==> config.mk <==
export PLATFORM = sky130hd
export DESIGN_NAME = mem_bus_if
export DESIGN_NICKNAME = d
export VERILOG_FILES = /design/src/rtl/mem_bus_pkg.sv /design/src/rtl/mem_load_align.sv /design/src/rtl/mem_bus_if.sv
export SDC_FILE = /design/constraint.sdc
export NUM_CORES = 1
export LEC_CHECK = 0
export BUFFER_PORTS_ARGS = -buffer_cell sky130_fd_sc_hd__buf_2
export CAP_MARGIN = 30
export CELL_PAD_IN_SITES_DETAIL_PLACEMENT = 1
export CELL_PAD_IN_SITES_GLOBAL_PLACEMENT = 2
export CORE_MARGIN = 3
export CORE_UTILIZATION = 32
export CTS_CLUSTER_DIAMETER = 50
export DETAILED_ROUTE_END_ITERATION = 16
export PLACE_DENSITY_LB_ADDON = 0.1
export SKIP_LAST_GASP = 1
export SYNTH_ARGS = -nofsm -noshare
export SYNTH_HDL_FRONTEND = slang
export SYNTH_HIERARCHICAL = 1
export SYNTH_SLANG_ARGS = --single-unit
==> constraint.sdc <==
create_clock -name clk -period 5.6 [get_ports clk]
set_input_delay 1.12 -clock clk [delete_from_list [all_inputs] [get_ports clk]]
set_output_delay 1.12 -clock clk [all_outputs]
set_load 0.01 [all_outputs]
==> src/rtl/mem_bus_pkg.sv <==
// mem_bus_pkg: MEM-stage opcodes, FSM encoding and byte-lane helpers for mem_bus_if.
// Lanes are big-endian: byte offset 0 maps to wb_sel_o[3] / data bits 31:24.
package mem_bus_pkg;

    localparam logic [7:0] OP_LB  = 8'b11100000;
    localparam logic [7:0] OP_LH  = 8'b11100001;
    localparam logic [7:0] OP_LW  = 8'b11100011;
    localparam logic [7:0] OP_LBU = 8'b11100100;
    localparam logic [7:0] OP_LHU = 8'b11100101;
    localparam logic [7:0] OP_SB  = 8'b11101000;
    localparam logic [7:0] OP_SH  = 8'b11101001;
    localparam logic [7:0] OP_SW  = 8'b11101011;

    typedef enum logic [1:0] {
        ST_IDLE = 2'b00,
        ST_BUSY = 2'b01,
        ST_HOLD = 2'b10
    } state_t;

    localparam logic [3:0] SEL_NONE    = 4'b0000;
    localparam logic [3:0] SEL_WORD    = 4'b1111;
    localparam logic [3:0] SEL_HALF_HI = 4'b1100;
    localparam logic [3:0] SEL_HALF_LO = 4'b0011;
    localparam logic [3:0] SEL_BYTE0   = 4'b1000;

    function automatic logic is_load(input logic [7:0] op);
        return (op == OP_LB) || (op == OP_LH) || (op == OP_LW) ||
               (op == OP_LBU) || (op == OP_LHU);
    endfunction

    function automatic logic is_store(input logic [7:0] op);
        return (op == OP_SB) || (op == OP_SH) || (op == OP_SW);
    endfunction

    function automatic logic is_byte(input logic [7:0] op);
        return (op == OP_LB) || (op == OP_LBU) || (op == OP_SB);
    endfunction

    function automatic logic is_half(input logic [7:0] op);
        return (op == OP_LH) || (op == OP_LHU) || (op == OP_SH);
    endfunction

    function automatic logic is_word(input logic [7:0] op);
        return (op == OP_LW) || (op == OP_SW);
    endfunction

    function automatic logic [3:0] lane_sel(input logic [7:0] op, input logic [1:0] off);
        logic [3:0] sel;
        sel = SEL_NONE;
        if (is_byte(op))      sel = SEL_BYTE0 >> off;
        else if (is_half(op)) sel = off[1] ? SEL_HALF_LO : SEL_HALF_HI;
        else if (is_word(op)) sel = SEL_WORD;
        return sel;
    endfunction

    function automatic logic [31:0] store_data(input logic [7:0] op, input logic [31:0] d);
        logic [31:0] res;
        res = 32'd0;
        if (op == OP_SB)      res = {4{d[7:0]}};
        else if (op == OP_SH) res = {2{d[15:0]}};
        else if (op == OP_SW) res = d;
        return res;
    endfunction

    function automatic logic misaligned(input logic [7:0] op, input logic [1:0] off);
        return (is_half(op) && off[0]) || (is_word(op) && (off != 2'b00));
    endfunction

endpackage

==> src/rtl/mem_load_align.sv <==
// mem_load_align: picks the addressed big-endian lane of a bus word and extends it per load op.
// Stores and non-access ops yield zero.
module mem_load_align
    import mem_bus_pkg::*;
(
    input  logic [7:0]  i_op,
    input  logic [1:0]  i_off,
    input  logic [31:0] i_data,
    output logic [31:0] o_result
);
    logic [7:0]  w_byte;
    logic [15:0] w_half;

    always_comb begin
        w_byte = i_data[7:0];
        case (i_off)
            2'd0:    w_byte = i_data[31:24];
            2'd1:    w_byte = i_data[23:16];
            2'd2:    w_byte = i_data[15:8];
            default: w_byte = i_data[7:0];
        endcase
        w_half = i_off[1] ? i_data[15:0] : i_data[31:16];

        o_result = 32'd0;
        case (i_op)
            OP_LB:   o_result = {{24{w_byte[7]}}, w_byte};
            OP_LBU:  o_result = {24'd0, w_byte};
            OP_LH:   o_result = {{16{w_half[15]}}, w_half};
            OP_LHU:  o_result = {16'd0, w_half};
            OP_LW:   o_result = i_data;
            default: o_result = 32'd0;
        endcase
    end

endmodule

==> src/rtl/mem_bus_if.sv <==
// mem_bus_if: MEM-stage Wishbone master; states IDLE (no cycle) | BUSY (cycle open) | HOLD (result held).
// Define MEM_ALIGN_EXC_EN to trap misaligned half/word accesses instead of issuing them.
module mem_bus_if
    import mem_bus_pkg::*;
(
    input  logic        clk,
    input  logic        rst,
    input  logic [7:0]  aluop_i,
    input  logic [31:0] addr_i,
    input  logic [31:0] reg2_i,
    input  logic        flush,
    input  logic        pipe_stall,
    output logic [31:0] rdata_o,
    output logic        stallreq_o,
    output logic [31:0] wb_adr_o,
    output logic [31:0] wb_dat_o,
    output logic [3:0]  wb_sel_o,
    output logic        wb_we_o,
    output logic        wb_cyc_o,
    output logic        wb_stb_o,
    input  logic [31:0] wb_dat_i,
    input  logic        wb_ack_i,
    output logic        exc_adel_o,
    output logic        exc_ades_o
);
    state_t      r_state;
    state_t      w_next;
    logic        r_cyc;
    logic        r_we;
    logic        r_flushed;
    logic [31:0] r_adr;
    logic [31:0] r_dat;
    logic [31:0] r_rd_buf;
    logic [3:0]  r_sel;
    logic [7:0]  r_op;
    logic [1:0]  r_off;

    logic        w_idle;
    logic        w_access;
    logic        w_misal;
    logic        w_issue;
    logic        w_drop;
    logic [31:0] w_alg_data;
    logic [31:0] w_alg_result;

    assign w_idle   = (r_state == ST_IDLE);
    assign w_access = is_load(aluop_i) | is_store(aluop_i);

`ifdef MEM_ALIGN_EXC_EN
    assign w_misal = misaligned(aluop_i, addr_i[1:0]);
`else
    assign w_misal = 1'b0;
`endif

    assign w_issue = w_idle & w_access & ~flush & ~w_misal & ~rst;
    // A flushed access still completes on the bus, but its data never reaches the pipeline.
    assign w_drop  = r_flushed | flush;

    always_ff @(posedge clk) begin
        if (rst) r_state <= ST_IDLE;
        else     r_state <= w_next;
    end

    always_comb begin
        w_next = r_state;
        case (r_state)
            ST_IDLE: if (w_issue) w_next = ST_BUSY;
            ST_BUSY: if (wb_ack_i) w_next = (pipe_stall && !w_drop) ? ST_HOLD : ST_IDLE;
            ST_HOLD: if (!pipe_stall) w_next = ST_IDLE;
            default: w_next = ST_IDLE;
        endcase
    end

    assign w_alg_data = (r_state == ST_BUSY) ? wb_dat_i : r_rd_buf;

    always_comb begin
        stallreq_o = 1'b0;
        rdata_o    = 32'd0;
        case (r_state)
            ST_IDLE: stallreq_o = w_issue;
            ST_BUSY: begin
                stallreq_o = ~wb_ack_i & ~w_drop;
                if (wb_ack_i && !w_drop) rdata_o = w_alg_result;
            end
            ST_HOLD: rdata_o = w_alg_result;
            default: ;
        endcase
    end

    assign exc_adel_o = w_idle & w_misal & is_load(aluop_i)  & ~flush & ~rst;
    assign exc_ades_o = w_idle & w_misal & is_store(aluop_i) & ~flush & ~rst;

    always_ff @(posedge clk) begin
        if (rst) begin
            r_cyc     <= 1'b0;
            r_we      <= 1'b0;
            r_adr     <= 32'd0;
            r_dat     <= 32'd0;
            r_sel     <= SEL_NONE;
            r_rd_buf  <= 32'd0;
            r_op      <= 8'd0;
            r_off     <= 2'd0;
            r_flushed <= 1'b0;
        end else if (w_issue) begin
            r_cyc     <= 1'b1;
            r_we      <= is_store(aluop_i);
            r_adr     <= {addr_i[31:2], 2'b00};
            r_sel     <= lane_sel(aluop_i, addr_i[1:0]);
            r_dat     <= store_data(aluop_i, reg2_i);
            r_op      <= aluop_i;
            r_off     <= addr_i[1:0];
            r_flushed <= 1'b0;
        end else if (r_state == ST_BUSY) begin
            if (wb_ack_i) begin
                r_cyc     <= 1'b0;
                r_we      <= 1'b0;
                r_flushed <= 1'b0;
                if (!w_drop) r_rd_buf <= wb_dat_i;
            end else if (flush) begin
                r_flushed <= 1'b1;
            end
        end
    end

    assign wb_cyc_o = r_cyc;
    assign wb_stb_o = r_cyc;
    assign wb_we_o  = r_we;
    assign wb_adr_o = r_adr;
    assign wb_dat_o = r_dat;
    assign wb_sel_o = r_sel;

    mem_load_align u_align (
        .i_op     (r_op),
        .i_off    (r_off),
        .i_data   (w_alg_data),
        .o_result (w_alg_result)
    );

endmodule

* After elaboration in Yosys (flattened, before gate mapping) *
Index checks and enable logic that the tools add are counted.

storage, ports and cells
  flip-flop bits (word level) = 113
  output and inout bits = 106
  logic and storage cells = 91
  bits of input ports = 109

operators by class
  reduce and logical (&&, ||, !) cells = 24
  eq/ne operators = 20
  bitwise gates (word level) = 11
  multiplexer cells = 25
  shift operators = 1

operators by type and width
  cell                 count
  $mux 32              5
  $pmux 32 s5          1
  $eq 8x8->1 const B   13
  $pmux 32 s2          1
  $pmux 8 s3           1
  $mux 16              1
  $mux 4               4
  $logic_or 1x1->1     11
  $mux 2               4
  $mux 1               6
  $pmux 2 s3           1
  $reduce_bool 2->1    3
  $not 1->1            5
  $and 1x1->1          4
  $eq 2x1->1 const B   2
  $eq 2x2->1 const B   2
  $logic_not 2->1      2
  $ne 2x2->1 const B   2
  $reduce_and 2->1     2
  $reduce_and 4->1     1
  $shr 4x2->4 const A  1
  $reduce_and 3->1     1
  $logic_and 1x1->1    2
  $ne 2x1->1 const B   1
  other kinds (4)      5

* Logic depth before layout (Yosys ltp) *
Gate-level depths: netlist (run 1).

  depth after elaboration = 11
  mapped depth = 11
  gate-level depth less buffers = 8

* Hierarchy *
The synthesis (run 1) kept the hierarchy.

modules (own cells, without submodules)
  module          seq. area each (µm²)  times used  area an instance (µm²)  cells an instance
  mem_bus_if      2,262.2               1           5,426.5                 570
  mem_load_align  0.0                   1           913.4                   115

* Worst setup path before layout (run 1) *
Ideal clock, no wire load.

  path type = reg-to-output
  start point = reg r_state[1]
  end point = out rdata_o[10]
  stages on the path, launching flop included = 11
  arrival = 2,375 ps
  path buffers = 2
  path slack = 2,105 ps
  cell sequence = dfxtp_1 -> inv_1 -> ha_1 -> buf_2 -> buf_1 -> mux2_2 -> mux2_2 -> a2bb2oi_2 -> nor4_4 -> a221o_1 -> and2_1

between the ends
  word-level cells in the longest chain between the ends = 6
  elaborated cells on any way between the ends = 8

ends and longest elaborated chain
  element                 line                  text
  from (decl)             mem_bus_if.sv:26      state_t r_state;
  from (signal assigned)  mem_bus_if.sv:61      else r_state <= w_next;
  $eq 2x1->1 (*)          mem_bus_if.sv:74      assign w_alg_data = (r_state == ST_BUSY) ? wb_dat_i : r_rd_buf;
  $mux 32 (*)             mem_bus_if.sv:74
  via w_alg_data[7]       mem_bus_if.sv:43      logic [31:0] w_alg_data;
  $pmux 8 s3 (*)          mem_load_align.sv:16  case (i_off)
  $pmux 32 s5 (*)         mem_load_align.sv:25  case (i_op)
  via w_alg_result[10]    mem_bus_if.sv:44      logic [31:0] w_alg_result;
  $mux 32                 mem_bus_if.sv:83      if (wb_ack_i && !w_drop) rdata_o = w_alg_result;
  $pmux 32 s2 (*)         mem_bus_if.sv:79      case (r_state)
  to (decl)               mem_bus_if.sv:13      output logic [31:0] rdata_o,

Mark *: on every way through the listed nets, which the timed path passes. The rest lies on a longest branch.

* Final worst setup path (run 1) *
  start point = reg r_state[1]
  end point = out rdata_o[4]

between the ends
  word-level cells in the longest chain between the ends = 6
  elaborated cells on any way between the ends = 8

ends and longest elaborated chain
  element                                line
  $eq 2x1->1 (*)                         mem_bus_if.sv:74
  $mux 32 (*)                            mem_bus_if.sv:74
  via w_alg_data[20]                     mem_bus_if.sv:43
  $pmux 8 s3 or $mux 16 (tied branches)  mem_load_align.sv:16, mem_load_align.sv:22
  $pmux 32 s5 (*)                        mem_load_align.sv:25
  via w_alg_result[4]                    mem_bus_if.sv:44
  $mux 32                                mem_bus_if.sv:83
  $pmux 32 s2 (*)                        mem_bus_if.sv:79

Marked as above.

==> flow_summary.yaml, run 1 <==
status:
  status: "completed"
die:
  die_h_um: 147
  rows: 50
  die_x_um: 147
  initial_core_util_pct: 33.2
  core_mm2: 0.0191
  die_area_mm2: 0.0215
  io_pins: 215
route:
  drc: 0
  wl_met3_mm: 1.36
  totalWireLength_mm: 21.2
  wl_per_cell_um: 18.6
  dr.pass1.iters: 4
  vias: 5797
  drt-met1-wl_mm: 8.62
  top_layer_used: "met4"
  routed-wl-met2_mm: 10.6
  viasPerCell: 5.10
  drtIter0Drc: 229
  antenna_left: 0
place:
  dpl.hpwl_mm: 15.1
  io_buffers: 210
  gp_congestion: 0.799
global_routing:
  antenna_found_initial: 0
  grt_start_max_net_pins: 89
  grtUsageTotal_pct: 19.3
  grt_pass1_vias: 6300
  gr-total-overflow: 0
  grt_pass1_wl_mm: 33.5
job:
  drv_cap: 0
synth:
  synth_seq_cells: 113
  ys_seq_area_share_pct: 35.7
  synth_top_area_share_pct: 35.7
  synthArstFlopShare_pct: 0
  synth_ff_type: "dfxtp_1"
  synthCells: 685
  synth_edf_count: 0
  ys_types: 60
  syn_area_per_cell_um2: 9.26
  yosys.area.top_type: "dfxtp_1"
  synth_area_mm2: 0.00634
  synth_area_leaders: "dfxtp_1, mux2i_1, mux2_2, nand2b_1, nand2_1"
  yosys_warnings: 6
power_and_ir_drop:
  p_per_area_mw_per_mm2: 261
  leakage_nw: 3.55
  internal_power_mw: 1.59
  comb_power_share_pct: 7.0
  ir_worst_vdd_uv: 174
  power.total_mw: 2.11
  netSwitchingFraction_pct: 24.9
  clkPwrFrac_pct: 54.6
  power_switching_uw: 526
  seq_power_share_pct: 38.4
clock_network:
  cts_buffers: 17
  cts_root_buf: "clkbuf_16"
  ctsLongestPathBuffers: 2
  ctsHoldBuffers: 0
  cts_resized: 0
  h-tree-depth: 4
  insertion_delay_ns: 0.43
  path_clk_slew_ns: 0.07
  cts_tree: "done"
  clock-sinks: 113
  postCtsSetupBuffers: 0
sta:
  worst_slew_margin_rel_pct: 31.5
  grt_setup_unrepaired: "no"
  max_freq_mhz: 226
  finalHoldViolations: 0
  tns_ns: 0
  worstMarginPinSlew_ns: 1.03
  setup_violations: 0
  fin_crit_ns: 4.42
  finalCritPeriodShare_pct: 79.0
  skew_ns: 0.0108
  slew_violations: 0
setup_path:
  cp_data_required_time_ns: 4.48
  cp-start-kind: "flip-flop"
  cp.arrival_ns: 3.30
  crit_fanout: 20
  critical_path_class: "flip-flop to output pin"
  cp-end-kind: "output pin"
layout:
  area_growth_pct: 27.8
  layout_commonest_cell: "buf_2"
  diodes: 0
  nets: 976
  drive_gt1_share_pct: 38.7
  multi_input_area_mm2: 0.00372
  seq_area_mm2: 0.00226
  final_cell_mix: "buf_2, dfxtp_1, nand2_1"
  nFillCells: 2244
hold_path:
  min_path_type: "flip-flop to flip-flop"
==> synth_stat cells, types with 2 or more instances <==
library cell  number
a211oi_1           9
a21o_1            18
a21oi_1           53
a21oi_2            2
a221o_1            7
a22o_1             9
a22oi_1           25
a32o_2             7
and2_1            35
and4b_1            2
buf_1              3
buf_2             18
buf_4              8
buf_6              7
clkbuf_1          27
dfxtp_1          113
ha_1               3
inv_1              8
mux2_2            42
mux2i_1           50
nand2_1           87
nand2b_1          65
nand3_1            2
nor2_1            14
nor2b_1            9
o211a_1            2
o21ai_0            3
o2bb2ai_1          4
o2bb2ai_2         19
or3_1              4
==> through the flow <==
stage	hold slack (ns)	utilization [%]	cells	setup WS, ns	cell area (µm²)
after floorplan	0.433	-	688	2.10	6350
final	0.451	42.5	1137	1.18	8100
after global routing	0.473	42.5	1137	1.01	8100
after global placement	0.438	39.1	1104	1.72	7460
after CTS	0.453	42.4	1136	1.15	8080
after detailed placement	0.443	39.1	1104	1.61	7460
==> path summary, 6_finish.rpt <==
path,endpoint,cells past startpoint,startpoint,slack (ns)
min,wb_adr_o[23]$_SDFFE_PP0P_,2,wb_adr_o[23]$_SDFFE_PP0P_,0.45
max reg2reg,r_rd_buf[16]$_SDFFE_PP0P_,6,r_state[1]$_SDFFE_PP0P_,3.05
min reg2reg,wb_adr_o[23]$_SDFFE_PP0P_,2,wb_adr_o[23]$_SDFFE_PP0P_,0.45
max,rdata_o[4],9,r_state[1]$_SDFFE_PP0P_,1.18
==> per-layer routing <==
metal,vias up,track usage [%]
li1,2779,-
met1,2805,21.8
met2,173,34.1
met3,40,5.58
met4,0,7.95
met5,-,0
==> power by group through the flow <==
stage               Combinational (mW)  Sequential [mW]  Clock [mW]
global placement                 0.141            0.829           0
finish                           0.148            0.811        1.16
CTS                              0.147            0.811        1.19
detailed placement               0.147            0.829           0
global route                     0.163            0.811        1.23
floorplan                       0.0792            0.829           0
==> critical path, cell delays in order, from the launching register on <==
cell,delay [ns]
dfxtp_1,0.33
inv_1,0.09
ha_1,0.67
buf_4,0.42
mux2_2,0.41
a211oi_1,0.28
a21oi_1,0.08
a32o_2,0.31
and2_1,0.15
buf_2,0.14
==> flip-flops by register name, summed over array words and instances (netlist names), 2 cells and up <==
register and count:
r_op 8, r_rd_buf 32, r_off 2, wb_adr_o 30, wb_dat_o 32, wb_sel_o 4, r_state 2
==> cell families (layout without fill, tap and decap cells) <==
family          Yosys count  after routing  synth area share, %
mux                      92             92                 15.4
compound gates          169            169                 21.8
fa+ha+maj                 3              3                0.592
simple gates            236            236                 20.6
flops                   113            113                 35.7
other cells               1              4               0.0591
buf+inv                  71            260                 5.86
==> cell type report <==
cell class,instances,area share [%]
timing repair buffer,220,14.1
inverter,8,0.371
clock inverter,15,2.44
multi-input combinational,504,45.9
clock buffer,17,5.25
sequential,113,27.9
tap,260,4.02
(Power assumes the default switching activity.)
==> run 2, diff against run 1 <==
- ABC_AREA: default -> 1
- CORE_UTILIZATION: 32 -> 26
- clock period: 5.6 -> 4.31 ns (I/O delays scaled with it)
==> run 2 against run 1 <==
Die area grew 20%. Sequential power grew 31%. Total power grew 23%. Via count grew 14%. Global-route usage shrank 1.3 points. Largest cell class unchanged. Final area shrank 1.9%. Core utilization shrank 8.0 points. Clock skew grew 0.00085 ns. Setup slack lost 0.49 ns. Critical path depth grew 5. Critical path type unchanged. Area after synthesis shrank 2.0%. Clock power grew 21%.
==> flow_summary.yaml, run 2 <==
synth:
  yosys.area.top_type: "dfxtp_1"
  synth_top_area_share_pct: 36.4
  synthCells: 991
  ys_seq_area_share_pct: 36.4
  synth_ff_type: "dfxtp_1"
  yosys_warnings: 6
  ys_types: 33
  synth_edf_count: 0
  synth_seq_cells: 113
  synthArstFlopShare_pct: 0
  syn_area_per_cell_um2: 6.27
  synthTopCellsByCount: "nand2_1, nor2_1, dfxtp_1"
  synth_area_mm2: 0.00621
  yosysMostFrequentCell: "nand2_1"
  synth_area_leaders: "dfxtp_1, nand2_1, nand3_1, nor2_1, o21ai_0"
clock_network:
  ctsLongestPathBuffers: 2
  postCtsSetupBuffers: 0
  path_clk_slew_ns: 0.07
  cts_resized: 0
  h-tree-depth: 4
  cts_root_buf: "clkbuf_16"
  ctsHoldBuffers: 0
  cts_buffers: 17
  cts_tree: "done"
  insertion_delay_ns: 0.42
  clock-sinks: 113
power_and_ir_drop:
  leakage_nw: 4.08
  p_per_area_mw_per_mm2: 328
  ir_worst_vdd_uv: 212
layout:
  fin_cells: 1500
  drive_gt1_share_pct: 24.3
  layout_commonest_cell: "nand2_1"
  final_cell_mix: "nand2_1, buf_2, nor2_1"
  nets: 1286
  diodes: 0
  area_growth_pct: 27.9
sta:
  finalCritPeriodShare_pct: 84.1
  slew_violations: 0
  max_freq_mhz: 276
  grt_setup_unrepaired: "no"
  tns_ns: 0
  skew_ns: 0.0116
  fin_crit_ns: 3.62
  worst_slew_margin_rel_pct: 47.5
  worstMarginPinSlew_ns: 0.779
  finalHoldViolations: 0
  setup_violations: 0
hold_path:
  min_delay_path_depth: 2
  min_path_type: "flip-flop to flip-flop"
setup_path:
  cp_data_required_time_ns: 3.45
  cp-end-kind: "output pin"
  cp-start-kind: "flip-flop"
  rr_worst_depth: 9
  critical_path_class: "flip-flop to output pin"
  crit_fanout: 35
  cp.arrival_ns: 2.76
die:
  die_area_mm2: 0.0258
  die_h_um: 161
  die_x_um: 161
  rows: 55
  core_mm2: 0.0231
  io_pins: 215
  initial_core_util_pct: 27.0
place:
  gp_congestion: 0.827
  dpl.hpwl_mm: 17.0
  place_inst: 1468
  io_buffers: 210
route:
  drc: 0
  antenna_left: 0
  dr.pass1.iters: 4
  viasPerCell: 4.39
  vias: 6587
  totalWireLength_mm: 23.1
  wl_per_cell_um: 15.4
  drtIter0Drc: 223
status:
  status: "completed"
global_routing:
  grt_pass1_wl_mm: 37.1
  met2_usage_pct: 31.0
  grtUsageTotal_pct: 18.0
  grt_pass1_vias: 6753
  use_met1_pct: 21.5
  antenna_found_initial: 2
  grt_util_met3_pct: 6.53
  gr-total-overflow: 0
  grt_start_max_net_pins: 51
  gr-max-usage-layer: "met2"
job:
  drv_cap: 0
==> run 2: cell count changes after synthesis, sizes merged, moves of 42 or more <==
cell    before  now
nand2       88  384
nand3        2  113
nor2        16  121
o21ai        4   77
inv          8   80
nand2b      65    0
mux2i       50    0
a21oi       55    8
mux2        42    0
==> run 2: critical path, stage by stage, from the launching register on <==
cell,delay [ns]
dfxtp_1,0.32
inv_1,0.08
ha_1,0.16
buf_4,0.37
nand2_1,0.17
nand2_1,0.12
inv_1,0.05
nand2_1,0.07
nand3_1,0.08
nand2_1,0.13
nand2_2,0.28
nand3_1,0.21
inv_1,0.06
nor2_1,0.09
buf_2,0.13
==> run 2: cells by family (layout without fill, tap and decap cells) <==
kind of cell	Yosys count	after routing	share of synthesized area (%)
simple gates	637	637	42.9
flops	113	113	36.4
compound gates	96	96	8.76
buf+inv	141	334	11.3
other cells	1	4	0.0604
fa+ha+maj	3	3	0.604
==> run 2: final cells by class <==
class / instances / area, µm²
inverters: 80 / 300
multi-input cells: 740 / 3260
repair buffers: 222 / 1150
clock inverters: 15 / 149
well taps: 313 / 392
clock buffers: 17 / 425
fillers: 3082 / 15100
flip-flops and latches: 113 / 2260
==> run 2: where the power goes <==
part	switching, mW	internal, mW
Sequential	0.00463	1.05
Combinational	0.0926	0.0607
Clock	0.587	0.810
Total	0.684	1.92
==> run 2: path summary, 6_finish.rpt <==
kind / start / end / slack (ns)
setup / recovery: r_state[1]$_SDFFE_PP0P_ / rdata_o[13] / 0.69
hold / removal: wb_adr_o[15]$_SDFFE_PP0P_ / wb_adr_o[15]$_SDFFE_PP0P_ / 0.44
setup reg to reg: r_state[1]$_SDFFE_PP0P_ / r_rd_buf[29]$_SDFFE_PP0P_ / 1.64
hold reg to reg: wb_adr_o[15]$_SDFFE_PP0P_ / wb_adr_o[15]$_SDFFE_PP0P_ / 0.44
==> run 2: metal layers <==
| metal | wire, µm | vias up |
|---|---|---|
| met1 | 10200 | 2965 |
| met3 | 1560 | 17 |
| li1 | - | 3455 |
| met2 | 11100 | 146 |
| met5 | 21 | - |
| met4 | 227 | 4 |
==> run 2: through the flow <==
step	utilization (%)	power [mW]	area (µm²)	hold slack [ns]	setup slack (ns)
global placement	32.0	1.24	7370	0.423	1.13
floorplan	-	1.15	6220	0.418	1.46
finish	34.5	2.61	7950	0.440	0.686
CTS	34.5	2.65	7950	0.445	0.662
global route	34.5	2.72	7950	0.460	0.414
detailed placement	32.0	1.24	7370	0.427	1.11
